$ cat src/rtl/ms_slave_arbiter.sv
// ms_slave_arbiter: round-robin arbiter sharing one slave port among NUM_REQ requesters, with acceptance watchdog
module ms_slave_arbiter #(
  parameter int NUM_REQ = 3,
  parameter int DATA_W  = 32,
  parameter int TIMEOUT = 16
) (
  input  logic                       clk,
  input  logic                       rst,
  input  logic [NUM_REQ*DATA_W-1:0]  m_in,
  input  logic [NUM_REQ-1:0]         m_in_sync,
  output logic [NUM_REQ-1:0]         m_in_notify,
  output logic [DATA_W-1:0]          s_out,
  output logic                       s_out_notify,
  input  logic                       s_out_sync,
  output logic [$clog2(NUM_REQ)-1:0] grant_id,
  output logic                       busy,
  output logic                       err_timeout
);
  localparam int GW = $clog2(NUM_REQ);
  localparam int CW = TIMEOUT > 1 ? $clog2(TIMEOUT) : 1;
  typedef enum logic {section_idle, section_transfer} state_t;
  state_t state, state_n;
  logic [GW-1:0] last_grant, last_n, grant_n, pick, j;
  logic [CW-1:0] cnt, cnt_n;
  logic [DATA_W-1:0] s_out_n;
  logic [NUM_REQ-1:0] masked, m_notify_n;
  logic hit, notify_n, busy_n, err_n;
  // descending scan so the closest index after last_grant is the one that sticks
  always_comb begin
    masked = m_in_sync & ~m_in_notify;
    pick = '0;
    hit = 1'b0;
    j = '0;
    for (int k = NUM_REQ; k >= 1; k--) begin
      j = GW'((int'(last_grant) + k) % NUM_REQ);
      if (masked[j]) begin
        pick = j;
        hit = 1'b1;
      end
    end
  end
  always_comb begin
    state_n = state;
    s_out_n = s_out;
    grant_n = grant_id;
    notify_n = s_out_notify;
    busy_n = busy;
    err_n = 1'b0;
    m_notify_n = '0;
    last_n = last_grant;
    cnt_n = cnt;
    if (state == section_idle) begin
      if (hit) begin
        s_out_n = m_in[int'(pick)*DATA_W +: DATA_W];
        grant_n = pick;
        notify_n = 1'b1;
        busy_n = 1'b1;
        cnt_n = '0;
        state_n = section_transfer;
      end
    end else if (s_out_sync) begin
      notify_n = 1'b0;
      busy_n = 1'b0;
      m_notify_n[grant_id] = 1'b1;
      last_n = grant_id;
      state_n = section_idle;
    end else if (TIMEOUT != 0 && cnt == CW'(TIMEOUT - 1)) begin
      notify_n = 1'b0;
      busy_n = 1'b0;
      err_n = 1'b1;
      last_n = grant_id;
      state_n = section_idle;
    end else begin
      cnt_n = cnt + 1'b1;
    end
  end
  always_ff @(posedge clk) begin
    if (rst) begin
      state <= section_idle;
      last_grant <= GW'(NUM_REQ - 1);
      cnt <= '0;
      s_out <= '0;
      s_out_notify <= 1'b0;
      m_in_notify <= '0;
      grant_id <= '0;
      busy <= 1'b0;
      err_timeout <= 1'b0;
    end else begin
      state <= state_n;
      last_grant <= last_n;
      cnt <= cnt_n;
      s_out <= s_out_n;
      s_out_notify <= notify_n;
      m_in_notify <= m_notify_n;
      grant_id <= grant_n;
      busy <= busy_n;
      err_timeout <= err_n;
    end
  end
endmodule

$ cat config.mk
export PLATFORM = sky130hd
export DESIGN_NAME = ms_slave_arbiter
export DESIGN_NICKNAME = d
export VERILOG_FILES = /design/src/rtl/ms_slave_arbiter.sv
export SDC_FILE = /design/constraint.sdc
export NUM_CORES = 1
export LEC_CHECK = 0
export ABC_AREA = 0
export ABC_CLOCK_PERIOD_IN_PS = 5500
export CAP_MARGIN = 20
export CORE_MARGIN = 2
export CORE_UTILIZATION = 43
export DETAILED_ROUTE_END_ITERATION = 8
export PLACE_DENSITY = 0.86
export SYNTH_ARGS = -nofsm -noshare
export SYNTH_HDL_FRONTEND = slang
export SYNTH_SLANG_ARGS = --single-unit
$ cat constraint.sdc
create_clock -name clk -period 5.5 [get_ports clk]
set_input_delay 0.825 -clock clk [delete_from_list [all_inputs] [get_ports clk]]
set_output_delay 0.825 -clock clk [all_outputs]
set_load 0.1 [all_outputs]
==> flow_summary.json, run 1 <==
{
  "cellLeakagePower_nw": 1.44,
  "synthCells": 274,
  "viasPerCell": 5.63,
  "track_usage_pct": 22.0,
  "cts_buffer_depth": 2,
  "fmax_mhz": 338,
  "antenna_left": 0,
  "drt_iter0_drc": 122,
  "grt_first_pass_wirelength_um": 13100,
  "end_kind": "flop",
  "syn_nets": 379,
  "timing.final.crit_share_pct": 53.8,
  "holdWs_ns": 0.487,
  "cell_internal_pwr_mw": 0.685,
  "clock-sinks": 46,
  "synth_top_family_by_area": "compound AO/OA/AOI/OAI gates",
  "fillers": 528,
  "grt_pass1_vias": 2762,
  "die_height_um": 84.4,
  "drc": 0,
  "fin_worst_skew_ns": 0.00739,
  "row_count": 29,
  "synth-simple-area-share_pct": 22.7,
  "synth_fa_ha_area_share_pct": 1.35,
  "gp_congestion": 0.782,
  "core_area_mm2": 0.00631,
  "cts_tree": "built",
  "ios": 142,
  "cp-start-kind": "primary input",
  "relSlewSlack_pct": 32.6,
  "root_buffer": "clkbuf_8",
  "ys_types": 38,
  "io_buffers": 141,
  "die_w_um": 84.4,
  "min_path_type": "flop to flop",
  "setup_viol": 0,
  "drv_cap": 0,
  "async_reset_ff_share_pct": 0,
  "wirelength_um": 7950,
  "synth_seq_cells": 46,
  "cts_htree_levels": 2,
  "post_cts_buffers": 0,
  "initial_core_util_pct": 44.0,
  "synthMuxAreaShare_pct": 11.9,
  "switching_power_mw": 0.581,
  "clock_latency_ns": 0.29,
  "crit_type": "primary input to flop",
  "multi_input_area_mm2": 0.00167,
  "ctsHoldBuffers": 0,
  "grt_max_degree": 38,
  "switching_share_pct": 45.9,
  "final_hold_viol_count": 0,
  "rsz0062_at_grt": "false",
  "overflow": 0,
  "hpwl_um": 5770,
  "synth_warnings": 0,
  "nets": 503,
  "cts_buffers": 5,
  "syn_area_mm2": 0.00278,
  "power_density_mw_per_mm2": 298,
  "seq_area_frac_synth_pct": 33.1,
  "combPwrFrac_pct": 51.7,
  "tightest_slew_ns": 1.01,
  "finalCriticalPeriod_ns": 2.96,
  "syn_to_final_growth_pct": 53.1,
  "p_seq_share_pct": 31.6,
  "status": "complete, no violations",
  "drtPass1Iterations": 4,
  "layout-drive-gt1-share_pct": 13.3,
  "antenna_found_initial": 0,
  "synth_ff_type": "dfxtp_1",
  "pwr-share-clk_pct": 16.8,
  "vias": 2682,
  "avgRoutedWirePerCell_um": 16.7,
  "cts_resized": 0,
  "synth_compound_area_share_pct": 23.1,
  "slew_violations": 0,
  "crit_fanout": 27,
  "fin_tns_setup_ns": 0,
  "fp.dieArea_mm2": 0.00712,
  "ir_worst_vdd_mv": 0.169,
  "worst_ep_required_time_ns": 5.71,
  "worstPathArrival_ns": 3.17,
  "seqCellArea_um2": 921,
  "synth_xor_area_share_pct": 0.630,
  "syn_area_per_cell_um2": 10.1,
  "synth-edff-count": 0,
  "path_clk_slew_ns": 0.08,
  "n_antenna_cell": 0
}
==> synth_stat cells, types with 2 or more instances <==
cell type / n / area [um^2]
nand2b_2: 2 / 17.5
buf_2: 7 / 35.0
ha_1: 3 / 37.5
mux2i_1: 33 / 330
nand2_2: 2 / 12.5
nand4_1: 34 / 213
inv_1: 3 / 11.3
a21oi_1: 7 / 35.0
nor4_1: 2 / 12.5
a211oi_2: 2 / 25.0
buf_4: 2 / 15.0
o21ai_0: 4 / 20.0
nand2b_1: 37 / 231
nand2_1: 6 / 22.5
nor3b_1: 2 / 15.0
o221ai_2: 29 / 435
buf_6: 8 / 90.1
nand3b_1: 2 / 15.0
o221ai_1: 4 / 35.0
nand3_1: 3 / 15.0
a211o_1: 2 / 17.5
and2_1: 2 / 12.5
xor2_1: 2 / 17.5
dfxtp_1: 46 / 921
nor3_1: 6 / 30.0
clkbuf_1: 12 / 45.0
==> critical path, stage by stage <==
cell             delay, ns
clkdlybuf4s50_1       0.75
buf_4                 0.38
nor4_2                0.53
buf_4                 0.39
nand4_1               0.17
o221ai_2              0.10
==> cell families (layout without fill, tap and decap cells) <==
group	after synthesis	after routing
AND/OR/NAND/NOR	102	102
AO/OA/AOI/OAI	55	55
flip-flops	46	46
multiplexers	33	33
buffers and inverters	33	158
adder cells (fa/ha/maj)	3	3
XOR/XNOR	2	2
==> metrics by stage <==
step	area (um^2)	utilization (%)	instances	setup slack, ns	power (mW)
after detailed placement	4140	65.6	467	2.22	1.06
final	4250	67.4	476	2.54	1.27
after global placement	4140	65.6	467	2.30	1.05
after floorplan	2780	-	274	2.95	0.882
after CTS	4230	67.1	475	2.54	1.27
after global routing	4250	67.4	476	2.24	1.32
==> cells in the final DEF, fill, tap and decap left out, types with 3 or more instances in the layout <==
| cell type | count |
|---|---|
| dfxtp_1 | 46 |
| o221ai_1 | 4 |
| clkdlybuf4s50_1 | 141 |
| nand4_1 | 34 |
| o221ai_2 | 29 |
| clkbuf_8 | 6 |
| nand2b_1 | 37 |
| nor3_1 | 6 |
| mux2i_1 | 33 |
| buf_4 | 4 |
| a21oi_1 | 7 |
| nand3_1 | 3 |
| o21ai_0 | 4 |
| inv_1 | 3 |
| nand2_1 | 6 |
| ha_1 | 3 |
==> per-layer routing <==
layer / up-vias / share of wire [%] / wire [um] / GRT usage [%]
met5: - / 0 / 0 / 0
met4: 0 / 0.57 / 45 / 4.04
met3: 4 / 7.3 / 582 / 4.62
met2: 109 / 52 / 4160 / 40.4
met1: 1264 / 40 / 3170 / 26.8
li1: 1305 / - / - / -
==> registers in the layout, summed over array words and instances, names as in the netlist <==
signal and count:
cnt 4, state 1, m_in_notify 3, last_grant 2, s_out 32, grant_id 2
err_timeout 1, busy 1
==> layout make-up <==
class | instances | area share [%]
clock inverter | 1 | 0.118
multi-input combinational | 195 | 39.2
clock buffer | 7 | 2.03
inverter | 4 | 0.353
timing repair buffer | 146 | 34.4
sequential | 46 | 21.6
tap | 77 | 2.26
==> path summary, 6_finish.rpt <==
kind	cells after the start	to	startpoint	slack (ns)
max	6	s_out[3]	rst	2.54
min	2	busy	busy	0.49
max reg2reg	8	s_out[3]	last_grant[0]	2.98
min reg2reg	2	busy	busy	0.49
==> power groups by stage <==
stage | logic (mW) | registers (mW) | clock network [mW]
after global routing | 0.681 | 0.405 | 0.231
after detailed placement | 0.650 | 0.407 | 0
after CTS | 0.650 | 0.400 | 0.219
after floorplan | 0.207 | 0.676 | 0
after global placement | 0.642 | 0.406 | 0
final | 0.654 | 0.400 | 0.212
Power figures use the tool's default switching activity.
==> run 2: changes to the inputs <==
- ABC_CLOCK_PERIOD_IN_PS: 5500 -> 2900
- CORE_UTILIZATION: 43 -> 40
- PLACE_DENSITY: 0.86 -> 0.81
- clock period: 5.5 -> 2.9 ns (I/O delays scaled with it)
==> flow_summary.json, run 2 (same netlist as run 1, synthesis figures left out) <==
{
  "antenna_found_initial": 0,
  "hpwl_um": 5870,
  "n_antenna_cell": 0,
  "cellLeakagePower_nw": 1.52,
  "antenna_left": 0,
  "met2_usage_pct": 38.7,
  "grt_max_degree": 38,
  "crit_type": "flop to flop",
  "cts_buffers": 5,
  "gp_congestion": 0.741,
  "core_area_mm2": 0.00676,
  "fin_tns_setup_ns": 0,
  "drc": 0,
  "fp.dieArea_mm2": 0.00763,
  "crit_fanout": 32,
  "crit_chain": "inv_1 > ha_1 > nor3_1 > o221ai_1 > a211o_1 > nand3_4 > buf_4 > o221ai_1",
  "rsz0062_at_grt": "false",
  "reg2reg_depth": 8,
  "ir_worst_vdd_mv": 0.321,
  "wirelength_um": 8180,
  "tightest_slew_ns": 0.708,
  "ctsHoldBuffers": 0,
  "power_density_mw_per_mm2": 571,
  "vias": 2705,
  "cp-start-kind": "flop",
  "syn_to_final_growth_pct": 50.2,
  "min_path_cells": 2,
  "viasPerCell": 5.60,
  "combPwrFrac_pct": 51.1,
  "worstPathArrival_ns": 2.62,
  "drtPass1Iterations": 5,
  "end_kind": "flop",
  "layout_commonest_cell": "clkdlybuf4s50_1",
  "pwr-share-clk_pct": 17.1,
  "top_regs": "s_out x32, cnt x4, m_in_notify x3",
  "path_clk_slew_ns": 0.08,
  "status": "complete, no violations",
  "root_buffer": "clkbuf_8",
  "gr-usage-met1_pct": 23.3,
  "overflow": 0,
  "io_buffers": 141,
  "cpPeakStageDelay_ns": 0.47,
  "top_register": "s_out",
  "cts_tree": "built",
  "slew_violations": 0,
  "timing.final.crit_share_pct": 84.9,
  "row_count": 30,
  "relSlewSlack_pct": 52.7,
  "p_seq_share_pct": 31.7,
  "setup_viol": 0,
  "largest_register_ffs": 32,
  "switching_share_pct": 46.5,
  "busiest_layer": "met2",
  "die_w_um": 87.4,
  "grt_pass1_vias": 2701,
  "cell_internal_pwr_mw": 1.27,
  "final_cell_mix": "clkdlybuf4s50_1 (101), buf_4 (49), dfxtp_1 (46)",
  "fmax_mhz": 406,
  "fin_util_pct": 61.8,
  "worst_ep_required_time_ns": 3.06,
  "initial_core_util_pct": 41.1,
  "clock-sinks": 46,
  "cts_resized": 0,
  "switching_power_mw": 1.11,
  "use_met3_pct": 3.41,
  "avgRoutedWirePerCell_um": 16.9,
  "crit_path_frequent_cell": "o221ai_1",
  "finalCriticalPeriod_ns": 2.46,
  "grt_first_pass_wirelength_um": 12500,
  "drv_cap": 0,
  "die_height_um": 87.4,
  "final_hold_viol_count": 0,
  "cts_htree_levels": 2,
  "drt_iter0_drc": 76,
  "cts_buffer_depth": 2,
  "fin_worst_skew_ns": 0.00472,
  "ios": 142,
  "nets": 507,
  "track_usage_pct": 20.2,
  "clock_latency_ns": 0.29,
  "min_path_type": "flop to flop",
  "layout-drive-gt1-share_pct": 24.1,
  "cp_slowest_cell": "buf_4",
  "post_cts_buffers": 0
}
## run 2: cell types whose count changed in the layout (fill, tap and decap cells not counted)
cell and change:
buf_12 -1, buf_4 +45, clkdlybuf4s50_1 -40
## run 2: area by class of cell
type | instances | area, um^2
tap | 80 | 100
clock inverter | 1 | 5.00
inverter | 4 | 15.0
fill | 582 | 2580
multi-input combinational | 195 | 1670
timing repair buffer | 150 | 1380
sequential | 46 | 921
clock buffer | 7 | 86.3
## run 2: power groups by stage
| stage | combinational (mW) | clock [mW] | sequential (mW) |
|---|---|---|---|
| after floorplan | 0.392 | 0 | 1.28 |
| after global placement | 1.21 | 0 | 0.769 |
| after detailed placement | 1.22 | 0 | 0.771 |
| after CTS | 1.23 | 0.423 | 0.757 |
| after global routing | 1.27 | 0.438 | 0.768 |
| final | 1.22 | 0.408 | 0.757 |
## run 2: final timing paths
kind | start | to | slack, ns
setup / recovery | last_grant[0] | s_out[28] | 0.44
hold / removal | busy | busy | 0.49
setup reg to reg | last_grant[0] | s_out[28] | 0.44
hold reg to reg | busy | busy | 0.49
## run 2: metal layers
layer	share of wire (%)	vias to the layer above
met5	0	-
met4	0.40	0
met3	6.2	4
met2	53	91
met1	41	1303
li1	-	1307
## run 2: stage by stage
step / hold slack [ns] / instances / setup slack [ns] / power, mW / instance area (um^2)
after CTS: 0.504 / 483 / 0.453 / 2.41 / 4180
after floorplan: 0.465 / 274 / 0.346 / 1.67 / 2780
after detailed placement: 0.485 / 475 / 0.442 / 1.99 / 4080
after global placement: 0.480 / 475 / 0.477 / 1.98 / 4080
final: 0.494 / 483 / 0.438 / 2.38 / 4180
after global routing: 0.537 / 483 / 0.289 / 2.47 / 4180
## run 2: critical path: cells and delay by family (launching register included)
family,cells,cell delay (ns)
compound gates,3,0.72
buf+inv,2,0.53
fa+ha+maj,1,0.42
flops,1,0.36
simple gates,2,0.27
==> run 3: changes to the inputs <==
- ABC_CLOCK_PERIOD_IN_PS: 2900 -> 2400
- clock period: 2.9 -> 2.4 ns (I/O delays scaled with it)
==> flow_summary.json, run 3 (same netlist as run 1, synthesis figures left out) <==
{
  "end_kind": "flop",
  "layout_commonest_cell": "clkdlybuf4s50_1",
  "finalCriticalPeriod_ns": 2.21,
  "min_to": "busy",
  "fillers": 573,
  "grt_max_degree": 33,
  "drc": 0,
  "grt_pass1_vias": 2703,
  "vias": 2722,
  "met3_length_um": 540,
  "drv_cap": 0,
  "final_hold_viol_count": 0,
  "antenna_found_initial": 0,
  "crit_fanout": 32,
  "worst_ep_required_time_ns": 2.55,
  "clock-sinks": 46,
  "io_buffers": 141,
  "overflow": 0,
  "regToRegSetupSlack_ns": 0.19,
  "cts_htree_levels": 2,
  "tightest_slew_ns": 0.437,
  "root_buffer": "clkbuf_8",
  "crit_type": "flop to flop",
  "nets": 512,
  "cts_tree": "built",
  "avgRoutedWirePerCell_um": 16.7,
  "reg2reg_to": "s_out[28]",
  "power_density_mw_per_mm2": 703,
  "cts_buffers": 5,
  "largest_register_ffs": 32,
  "row_count": 30,
  "setup_viol": 0,
  "top_register": "s_out",
  "cts_buffer_depth": 2,
  "hp-start": "busy",
  "min_path_type": "flop to flop",
  "rsz0062_at_grt": "false",
  "grt_first_pass_wirelength_um": 12600,
  "fin_tns_setup_ns": 0,
  "relSlewSlack_pct": 70.9,
  "ctsHoldBuffers": 0,
  "highest_layer": "met4",
  "route.met2.wl_um": 4030,
  "reg2reg_from": "last_grant[1]",
  "timing.final.crit_share_pct": 92.2,
  "wirelength_um": 8150,
  "fmax_mhz": 452,
  "status": "complete, no violations",
  "clock_latency_ns": 0.30,
  "instances_no_fill": 488,
  "ir_worst_vdd_mv": 0.438,
  "hpwl_um": 5850,
  "reg2reg_depth": 8,
  "ios": 142,
  "slew_violations": 0,
  "fin_worst_skew_ns": 0.0129,
  "finalPower_mw": 3.01,
  "viasPerCell": 5.58,
  "antenna_left": 0,
  "die_height_um": 87.4,
  "dp_cells": 479,
  "cp-start-kind": "flop",
  "min_path_cells": 2,
  "track_usage_pct": 20.4,
  "path_clk_slew_ns": 0.08,
  "core_area_mm2": 0.00676,
  "setup_ws_ns": 0.188,
  "top_regs": "s_out x32, cnt x4, m_in_notify x3",
  "gp_congestion": 0.805,
  "n_antenna_cell": 0,
  "dpl_worst_slack_ns": 0.0512,
  "layout-drive-gt1-share_pct": 26.0,
  "fp.dieArea_mm2": 0.00763,
  "die_w_um": 87.4,
  "wl_met1_um": 3510,
  "initial_core_util_pct": 41.1,
  "syn_to_final_growth_pct": 54.0,
  "worstPathArrival_ns": 2.36,
  "cellLeakagePower_nw": 1.56,
  "drtPass1Iterations": 4,
  "drt_iter0_drc": 58,
  "final_cell_mix": "clkdlybuf4s50_1 (101), buf_4 (50), dfxtp_1 (44)"
}
## run 3: cell type report
cell class	count	area [um^2]	share of cell area, %
clock buffers	6	72.6	1.70
clock inverters	2	37.5	0.877
inverters	4	15.0	0.351
multi-input cells	195	1670	39.1
flip-flops and latches	46	923	21.6
well taps	80	100	2.34
repair buffers	155	1460	34.1
## run 3: critical path: stages, from the launching register on
cell and delay (ns):
dfxtp_1 0.34, inv_1 0.06, ha_1 0.33, nor3_1 0.23
o221ai_1 0.18, a211o_2 0.41, nand3_4 0.10, buf_12 0.25
o221ai_1 0.18
## run 3: stage by stage
stage	util, %	area [um^2]	hold slack (ns)
floorplan	-	2780	0.437
global placement	61.5	4150	0.477
detailed placement	61.5	4150	0.471
CTS	63.1	4260	0.492
global route	63.3	4280	0.527
finish	63.3	4280	0.491
## run 3: repair_timing
item,in CTS,in global routing
endpoints found under the setup margin,0,21
resized for setup,0,3
buffers inserted,0,1
## run 3: power by group
| part | internal (mW) | switching (mW) |
|---|---|---|
| registers | 0.857 | 0.0600 |
| clock network | 0.311 | 0.266 |
| logic | 0.484 | 1.03 |
## run 3: worst max path at each step
| stage | startpoint | end | slack (ns) |
|---|---|---|---|
| finish | last_grant[1] | s_out[28] | 0.19 |
| global route | last_grant[1] | s_out[28] | 0.009 |
| CTS | last_grant[0] | s_out[30] | 0.06 |
| detailed placement | m_in_sync[0] | s_out[30] | 0.05 |
| global placement | m_in_sync[0] | s_out[8] | 0.14 |
| floorplan | m_in_notify[1] | s_out[10] | 0.08 |
## run 3: metal layers
metal,up-vias,global-route usage [%]
li1,1325,-
met1,1291,25.0
met2,100,36.8
met3,6,3.89
met4,0,4.48
met5,-,0
